===== src/rtl/cache_fill_ctrl_if.sv =====
// Bundle of cache-side and memory-side signals for cache_fill_ctrl.
// master = fill controller, slave = caches plus shared memory port.
//
// Handshake rules:
//   memory_req        : memory_address is a valid word request in this cycle.
//                       Memory accepts a request every cycle and never stalls.
//   memory_data_valid : memory_data holds one returned word in this cycle.
//                       Words come back in issue order, at least one cycle after
//                       their request.
//   miss_detected[i]  : level request from cache i. The cache holds it until it
//                       sees its own write_tag_array pulse.
interface cache_fill_ctrl_if #(
   parameter int ADDR_W  = 16,
   parameter int DATA_W  = 16,
   parameter int WORDS   = 8,
   parameter int NUM_REQ = 2
);
   localparam int IDX_W = $clog2(WORDS);

   logic [NUM_REQ-1:0]        miss_detected;
   logic [NUM_REQ*ADDR_W-1:0] miss_address;
   logic [NUM_REQ-1:0]        fsm_busy;
   logic                      memory_req;
   logic [ADDR_W-1:0]         memory_address;
   logic                      memory_data_valid;
   logic [DATA_W-1:0]         memory_data;
   logic [NUM_REQ-1:0]        write_data_array;
   logic [IDX_W-1:0]          fill_word_idx;
   logic [DATA_W-1:0]         fill_data;
   logic [NUM_REQ-1:0]        write_tag_array;
   logic [1:0]                dbg_state;   // FSM state: 0 idle, 1 fill, 2 commit

   modport master (
      input  miss_detected, miss_address, memory_data_valid, memory_data,
      output fsm_busy, memory_req, memory_address, write_data_array,
             fill_word_idx, fill_data, write_tag_array, dbg_state
   );

   modport slave (
      output miss_detected, miss_address, memory_data_valid, memory_data,
      input  fsm_busy, memory_req, memory_address, write_data_array,
             fill_word_idx, fill_data, write_tag_array, dbg_state
   );
endinterface


===== src/rtl/cache_fill_ctrl.sv =====
// Multi-requester cache-block fill controller.
// Grants one missing cache at a time (round-robin), issues WORDS word requests
// on consecutive cycles, steers returned words into the owner's data array and
// finishes with a one-cycle tag write pulse.
// Optional feature macro: CACHE_FILL_CWF_EN (critical-word-first fill order).
module cache_fill_ctrl #(
   parameter int ADDR_W  = 16,
   parameter int DATA_W  = 16,
   parameter int WORDS   = 8,
   parameter int NUM_REQ = 2
) (
   input  logic clk,
   input  logic rst_n,
   cache_fill_ctrl_if.master io_bus
);
   localparam int IDX_W   = $clog2(WORDS);
   localparam int CNT_W   = IDX_W + 1;
   localparam int BYTE_SH = $clog2(DATA_W / 8);
   localparam int OFF_W   = IDX_W + BYTE_SH;
   localparam int OWN_W   = (NUM_REQ > 1) ? $clog2(NUM_REQ) : 1;

   localparam logic [CNT_W-1:0]  WORDS_C  = CNT_W'(WORDS);
   localparam logic [CNT_W-1:0]  LAST_C   = CNT_W'(WORDS - 1);
   localparam logic [OWN_W-1:0]  OWN_LAST = OWN_W'(NUM_REQ - 1);
   localparam logic [ADDR_W-1:0] OFF_MASK = ADDR_W'((1 << OFF_W) - 1);

   typedef enum logic [1:0] {
      ST_IDLE   = 2'd0,
      ST_FILL   = 2'd1,
      ST_COMMIT = 2'd2
   } state_t;

   state_t            r_state;
   logic [CNT_W-1:0]  r_issued;
   logic [CNT_W-1:0]  r_received;
   logic [OWN_W-1:0]  r_owner;
   logic [OWN_W-1:0]  r_ptr;
   logic [ADDR_W-1:0] r_base;
   logic [IDX_W-1:0]  r_crit;
   logic              r_mem_req;
   logic [ADDR_W-1:0] r_mem_addr;

   logic [ADDR_W-1:0]  w_miss_addr [NUM_REQ];
   logic               w_grant_found;
   logic [OWN_W-1:0]   w_grant_idx;
   logic [OWN_W-1:0]   w_cand;
   logic [ADDR_W-1:0]  w_grant_addr;
   logic [ADDR_W-1:0]  w_grant_base;
   logic [IDX_W-1:0]   w_grant_crit;
   logic [CNT_W-1:0]   w_issued_nx;
   logic [IDX_W-1:0]   w_next_slot;
   logic               w_beat;
   logic [NUM_REQ-1:0] w_owner_oh;
   logic [NUM_REQ-1:0] w_busy;

   // Word address of block slot 'slot'; wraps modulo 2^ADDR_W.
   function automatic logic [ADDR_W-1:0] f_word_addr(input logic [ADDR_W-1:0] base,
                                                    input logic [IDX_W-1:0]  slot);
      return base + (ADDR_W'(slot) << BYTE_SH);
   endfunction

   // Split the flat miss address bus into one address per requester.
   always_comb begin
      for (int i = 0; i < NUM_REQ; i++) begin
         w_miss_addr[i] = io_bus.miss_address[i*ADDR_W +: ADDR_W];
      end
   end

   // Round-robin pick: first pending miss at or after the pointer.
   always_comb begin
      w_grant_found = 1'b0;
      w_grant_idx   = '0;
      w_cand        = '0;
      for (int k = 0; k < NUM_REQ; k++) begin
         w_cand = OWN_W'((int'(r_ptr) + k) % NUM_REQ);
         if (!w_grant_found && io_bus.miss_detected[w_cand]) begin
            w_grant_found = 1'b1;
            w_grant_idx   = w_cand;
         end
      end
   end

   assign w_grant_addr = w_miss_addr[w_grant_idx];
   assign w_grant_base = w_grant_addr & ~OFF_MASK;

`ifdef CACHE_FILL_CWF_EN
   // Start the fill at the word that actually missed.
   assign w_grant_crit = IDX_W'((w_grant_addr & OFF_MASK) >> BYTE_SH);
`else
   assign w_grant_crit = '0;
`endif

   assign w_issued_nx = r_issued + CNT_W'(1);
   assign w_next_slot = r_crit + w_issued_nx[IDX_W-1:0];

   // A returned word is only accepted while the block is still incomplete.
   assign w_beat     = (r_state == ST_FILL) && io_bus.memory_data_valid && (r_received < WORDS_C);
   assign w_owner_oh = NUM_REQ'(1) << r_owner;

   // Single FSM: grant, issue/collect words, commit tag; request outputs registered.
   always_ff @(posedge clk or negedge rst_n) begin
      if (!rst_n) begin
         r_state    <= ST_IDLE;
         r_issued   <= '0;
         r_received <= '0;
         r_owner    <= '0;
         r_ptr      <= '0;
         r_base     <= '0;
         r_crit     <= '0;
         r_mem_req  <= 1'b0;
         r_mem_addr <= '0;
      end else begin
         case (r_state)
            ST_IDLE: begin
               if (w_grant_found) begin
                  r_owner    <= w_grant_idx;
                  r_base     <= w_grant_base;
                  r_crit     <= w_grant_crit;
                  r_issued   <= '0;
                  r_received <= '0;
                  r_mem_req  <= 1'b1;
                  r_mem_addr <= f_word_addr(w_grant_base, w_grant_crit);
                  r_state    <= ST_FILL;
               end
            end
            ST_FILL: begin
               if (r_issued < WORDS_C) begin
                  r_issued <= w_issued_nx;
                  if (w_issued_nx < WORDS_C) begin
                     r_mem_addr <= f_word_addr(r_base, w_next_slot);
                  end else begin
                     r_mem_req  <= 1'b0;
                     r_mem_addr <= '0;
                  end
               end
               if (w_beat) begin
                  r_received <= r_received + CNT_W'(1);
                  if (r_received == LAST_C) begin
                     r_state <= ST_COMMIT;
                  end
               end
            end
            ST_COMMIT: begin
               r_ptr   <= (r_owner == OWN_LAST) ? '0 : r_owner + OWN_W'(1);
               r_state <= ST_IDLE;
            end
            default: begin
               r_state <= ST_IDLE;
            end
         endcase
      end
   end

   // Stall: a cache is busy while it misses or while its fill is in flight.
   // Gated by reset so every output reads 0 while rst_n is low.
   always_comb begin
      for (int i = 0; i < NUM_REQ; i++) begin
         w_busy[i] = rst_n & (io_bus.miss_detected[i] |
                              ((r_state != ST_IDLE) && (r_owner == OWN_W'(i))));
      end
   end

   // Write strobes follow memory_data_valid in the same cycle so they line up
   // with the combinational fill_data pass-through.
   assign io_bus.fsm_busy         = w_busy;
   assign io_bus.memory_req       = r_mem_req;
   assign io_bus.memory_address   = r_mem_addr;
   assign io_bus.write_data_array = w_beat ? w_owner_oh : '0;
   assign io_bus.fill_word_idx    = w_beat ? (r_crit + r_received[IDX_W-1:0]) : '0;
   assign io_bus.fill_data        = rst_n ? io_bus.memory_data : '0;
   assign io_bus.write_tag_array  = (r_state == ST_COMMIT) ? w_owner_oh : '0;
   assign io_bus.dbg_state        = r_state;
endmodule

===== src/flat_wrapper.sv =====
// flat-port wrapper written by rule: the top's interface ports become plain ports
module cache_fill_ctrl_flat 
#(
   parameter int ADDR_W  = 16,
   parameter int DATA_W  = 16,
   parameter int WORDS   = 8,
   parameter int NUM_REQ = 2
)
  (clk, rst_n, io_bus_miss_detected, io_bus_miss_address, io_bus_memory_data_valid, io_bus_memory_data, io_bus_fsm_busy, io_bus_memory_req, io_bus_memory_address, io_bus_write_data_array, io_bus_fill_word_idx, io_bus_fill_data, io_bus_write_tag_array, io_bus_dbg_state);
  cache_fill_ctrl_if #(.ADDR_W(ADDR_W), .DATA_W(DATA_W), .WORDS(WORDS), .NUM_REQ(NUM_REQ)) io_bus_i ();
  input  logic clk;
  input  logic rst_n;
  input wire logic [$bits(io_bus_i.miss_detected)-1:0] io_bus_miss_detected;
  input wire logic [$bits(io_bus_i.miss_address)-1:0] io_bus_miss_address;
  input wire logic [$bits(io_bus_i.memory_data_valid)-1:0] io_bus_memory_data_valid;
  input wire logic [$bits(io_bus_i.memory_data)-1:0] io_bus_memory_data;
  output wire logic [$bits(io_bus_i.fsm_busy)-1:0] io_bus_fsm_busy;
  output wire logic [$bits(io_bus_i.memory_req)-1:0] io_bus_memory_req;
  output wire logic [$bits(io_bus_i.memory_address)-1:0] io_bus_memory_address;
  output wire logic [$bits(io_bus_i.write_data_array)-1:0] io_bus_write_data_array;
  output wire logic [$bits(io_bus_i.fill_word_idx)-1:0] io_bus_fill_word_idx;
  output wire logic [$bits(io_bus_i.fill_data)-1:0] io_bus_fill_data;
  output wire logic [$bits(io_bus_i.write_tag_array)-1:0] io_bus_write_tag_array;
  output wire logic [$bits(io_bus_i.dbg_state)-1:0] io_bus_dbg_state;
  assign io_bus_i.miss_detected = io_bus_miss_detected;
  assign io_bus_i.miss_address = io_bus_miss_address;
  assign io_bus_i.memory_data_valid = io_bus_memory_data_valid;
  assign io_bus_i.memory_data = io_bus_memory_data;
  assign io_bus_fsm_busy = io_bus_i.fsm_busy;
  assign io_bus_memory_req = io_bus_i.memory_req;
  assign io_bus_memory_address = io_bus_i.memory_address;
  assign io_bus_write_data_array = io_bus_i.write_data_array;
  assign io_bus_fill_word_idx = io_bus_i.fill_word_idx;
  assign io_bus_fill_data = io_bus_i.fill_data;
  assign io_bus_write_tag_array = io_bus_i.write_tag_array;
  assign io_bus_dbg_state = io_bus_i.dbg_state;
  cache_fill_ctrl #(.ADDR_W(ADDR_W), .DATA_W(DATA_W), .WORDS(WORDS), .NUM_REQ(NUM_REQ)) u_core (.clk(clk), .rst_n(rst_n), .io_bus(io_bus_i));
endmodule

===== config.mk =====
export PLATFORM = sky130hd
export DESIGN_NAME = cache_fill_ctrl_flat
export DESIGN_NICKNAME = d
export VERILOG_FILES = /design/src/rtl/cache_fill_ctrl_if.sv /design/src/rtl/cache_fill_ctrl.sv /design/src/flat_wrapper.sv
export SDC_FILE = /design/constraint.sdc
export NUM_CORES = 1
export LEC_CHECK = 0
export CORE_MARGIN = 5
export CORE_UTILIZATION = 40
export CTS_CLUSTER_DIAMETER = 200
export DETAILED_ROUTE_END_ITERATION = 16
export PLACE_DENSITY = 0.81
export SETUP_SLACK_MARGIN = 0.02
export SYNTH_ARGS = -nofsm -noshare
export SYNTH_HDL_FRONTEND = slang
export SYNTH_SLANG_ARGS = --single-unit
export TNS_END_PERCENT = 30

===== constraint.sdc =====
create_clock -name clk -period 3.1 [get_ports clk]
set_clock_uncertainty 0.1 [all_clocks]
set_input_delay 0.62 -clock clk [delete_from_list [all_inputs] [get_ports clk]]
set_output_delay 0.62 -clock clk [all_outputs]
set_load 0.03 [all_outputs]

==> results by group <==
Yosys
  – Mux cell area share after synthesis: 0.0151
  – Syn. warnings: 0
  – Main combinational cell family by area after synthesis: compound AO/OA/AOI/OAI gates
  – Synth Area in Compound Gates: 0.226
  – Library cells used by synthesis: 37
  – Synth Flop Type: dfrtp_1
  – EDFF count, synth: 0
  – Post-Synth Simple-Gate Area: 0.192
  – Async SR Flop Fraction: 1.00
  – Syn Std Cell Area: ~2000 µm²
  – Syn_nets: 249
  – Synth Register Bits: 40
  – Gate Count Post-Synth: 194
  – Syn_area_per_cell: approximately 10 µm²
  – Synth Area in XOR/XNOR: 0.00879
  – Adder-cell share of the synthesized area: 0.0126
  – Post-synthesis sequential area ratio: 0.503

Timing
  – Fin. Hold Viols: 0
  – Post-layout min period: 2.95 ns
  – Final period utilization: 0.953
  – # setup viols final: 0
  – Setup tns final: 0 ns
  – Fmax: 339 MHz
  – Tightest Pin Transition: 0.709 ns
  – Slew Viols, Final: 0
  – RSZ-0062 raised after global routing: no
  – Worst slew margin: 0.527
  – Slack of the critical path: 0.146 ns

Min path
  – Hold WC Path Type: in2async

Floorplanning
  – IO Pins: 97
  – Area of the core: 4790 µm²
  – Initial core utilization: 0.416
  – Die width: 80.6 µm
  – Die Footprint: 6490 µm²
  – Row count: 25
  – DIE HEIGHT: 80.6 µm

Power
  – LEAKAGE: 0.00134 µW
  – PwrDens: 945 nW/µm²
  – Max IR drop VDD: 0.530 mV

Detailed routing
  – Vias/cell: 5.22
  – DR DRC count: 0
  – Antenna viol nets, final: 0
  – Post-Route WL: 5.43 mm
  – Detail-routed net length per standard cell: 15.5 µm
  – Vias: around 1800
  – Initial DRC count: about 120
  – DR pass1 iterations: 4

Worst setup path
  – Worst EP required: 2.38 ns
  – End of the worst register-to-register path: u_core.io_bus.memory_address[14]
  – Worst EP arrival: 2.23 ns
  – Largest stage delay, worst path: between 0.6 and 0.7 ns
  – Buf+Inv Stages, Crit Path: 2
  – Crit path capture type: output pin
  – RR Startpoint: u_core.io_bus.dbg_state[0]
  – Crit-path cells: clkdlybuf4s50_1 -> and4bb_2 -> and2_1 -> clkdlybuf4s50_1
  – Delay-heaviest family, CP: buffers and inverters
  – Most frequent cell on the critical path: clkdlybuf4s50_1
  – Critical Path Slowest Stage Cell: clkdlybuf4s50_1
  – Startpoint Class: input port
  – Reg2reg setup slack: 0.78 ns
  – Crit Path Max Fanout: 7
  – R2R depth: 4
  – CP Class: in2out

Layout
  – Ant diodes: 0
  – Sequential cell area: 1000 µm²
  – # fillers: 395
  – Final cell count without fillers: 350
  – Share of layout cells above drive strength 1: 0.0636
  – Area of the multi-input gates: slightly above 900 µm²
  – Layout Nets: 337
  – Layout area overhead: 51.7%

GRT
  – Pin count of the biggest net entering global routing: 31
  – Antenna violations before repair: 0
  – Gr ovfl total: 0
  – Total GRT Usage: 0.174
  – Vias in the first global route: 1767
  – First-pass GRT wire length: 8.65 mm

CTS
  – CTS Buf Count: 5
  – CTS resizes: 0
  – Root buffer cell: clkbuf_8
  – Deepest clock path buffer count: 2
  – Setup repair bufs after CTS: 0
  – CTS H-tree lvls: 2
  – Clock Latency Late Sink: roughly 0.29 ns
  – # hold bufs at CTS: 0
  – CTS tree: done
  – Worst-path clk slew: 0.07 ns
  – CTS Sinks: 40

Placed design
  – Post-DP HPWL: 4.01 mm
  – Worst slack, placed: 0.138 ns
  – Gp weighted congestion: 0.770
  – Port Buffer Count: 87
  – Placed cell count: 342

Run status
  – Status: complete, no violations

Job
  – Max-Cap Viols: 0
per-layer routing:
| layer | vias up | share of wire | global-route usage |
|---|---|---|---|
| li1 | 880 | - | - |
| met1 | 873 | 0.42 | 0.223 |
| met2 | 64 | 0.51 | 0.289 |
| met3 | 9 | 0.063 | 0.0404 |
| met4 | 0 | 0.013 | 0.0524 |
| met5 | - | 0 | 0 |
per-stage QoR:
stage	hold slack [ns]	area [µm²]	util	total power (µW)
2_1_floorplan	0.224	1990	-	1940
4_1_cts	0.197	3020	0.631	2870
3_3_place_gp	0.359	2910	0.609	2410
5_1_grt	0.230	3020	0.631	3060
6_report	0.178	3020	0.631	2860
3_5_place_dp	0.366	2910	0.609	2450
sequential cells by signal (all words and copies together), names as in the netlist:
signal	flops
u_core.r_received	4
u_core.io_bus.dbg_state	2
u_core.io_bus.memory_address	15
u_core.io_bus.memory_req	1
u_core.r_issued	4
u_core.r_base	12
u_core.r_owner	1
u_core.r_ptr	1
Yosys cell counts, types with 2 or more instances:
library cell	instances	area (µm²)
a32oi_1	10	87.6
ha_1	2	25.0
nor2b_1	3	18.8
o211a_1	2	20.0
nor3_1	2	10.0
xor2_1	2	17.5
a21o_1	10	75.1
a22o_1	4	35.0
nand4_1	2	12.5
nand2_1	14	52.6
a21oi_1	4	20.0
a221o_1	10	100
mux2i_1	3	30.0
and2_1	21	131
nor2_1	21	78.8
dfrtp_1	40	1000
o21ai_0	8	40.0
o211ai_1	2	15.0
nand2b_1	4	25.0
a31oi_1	2	12.5
and3_1	3	18.8
clkbuf_1	7	26.3
buf_2	2	10.0
buf_6	3	33.8
area by class of cell:
type,count,share of cell area
tap,67,0.0277
sequential,40,0.331
multi-input combinational,140,0.301
inverter,1,0.00124
clock buffer,6,0.0240
clock inverter,2,0.0116
timing repair buffer,94,0.303
report_power, final:
part / switching (µW) / total, µW / internal [µW]
clock: 176 / 414 / 239
combinational: 815 / 1490 / 674
sequential: 185 / 952 / 767
cell usage in the layout (no fill, tap or decap), types with 2 or more instances in the layout:
| cell type | n |
|---|---|
| a21o_1 | 10 |
| a21oi_1 | 4 |
| a221o_1 | 10 |
| a22o_1 | 4 |
| a31oi_1 | 2 |
| a32oi_1 | 10 |
| and2_1 | 21 |
| and3_1 | 3 |
| buf_4 | 8 |
| clkbuf_8 | 5 |
| clkdlybuf4s50_1 | 85 |
| dfrtp_1 | 40 |
| ha_1 | 2 |
| mux2i_1 | 3 |
| nand2_1 | 14 |
| nand2b_1 | 4 |
| nand4_1 | 2 |
| nor2_1 | 21 |
| nor2b_1 | 3 |
| nor3_1 | 2 |
| o211a_1 | 2 |
| o211ai_1 | 2 |
| o21ai_0 | 8 |
| xor2_1 | 2 |
logic make-up after synthesis:
kind of cell | after synthesis
adder cells (fa/ha/maj) | 2
multiplexers | 3
AO/OA/AOI/OAI | 58
buffers and inverters | 14
flip-flops | 40
AND/OR/NAND/NOR | 74
other | 1
XOR/XNOR | 2
worst max-delay path by stage:
| stage | startpoint | end | slack, ns | cells past startpoint |
|---|---|---|---|---|
| after detailed placement | io_bus_memory_data_valid | io_bus_fill_word_idx[2] | 0.14 | 4 |
| final | io_bus_memory_data_valid | io_bus_fill_word_idx[2] | 0.15 | 4 |
| after floorplan | io_bus_miss_detected[1] | io_bus_fsm_busy[1] | 0.72 | 4 |
| after global routing | io_bus_memory_data_valid | io_bus_fill_word_idx[2] | 0.07 | 4 |
| after CTS | io_bus_memory_data_valid | io_bus_fill_word_idx[2] | 0.14 | 4 |
| after global placement | io_bus_memory_data_valid | io_bus_fill_word_idx[2] | 0.16 | 4 |
Note: power is estimated with default switching activity, not from simulation.
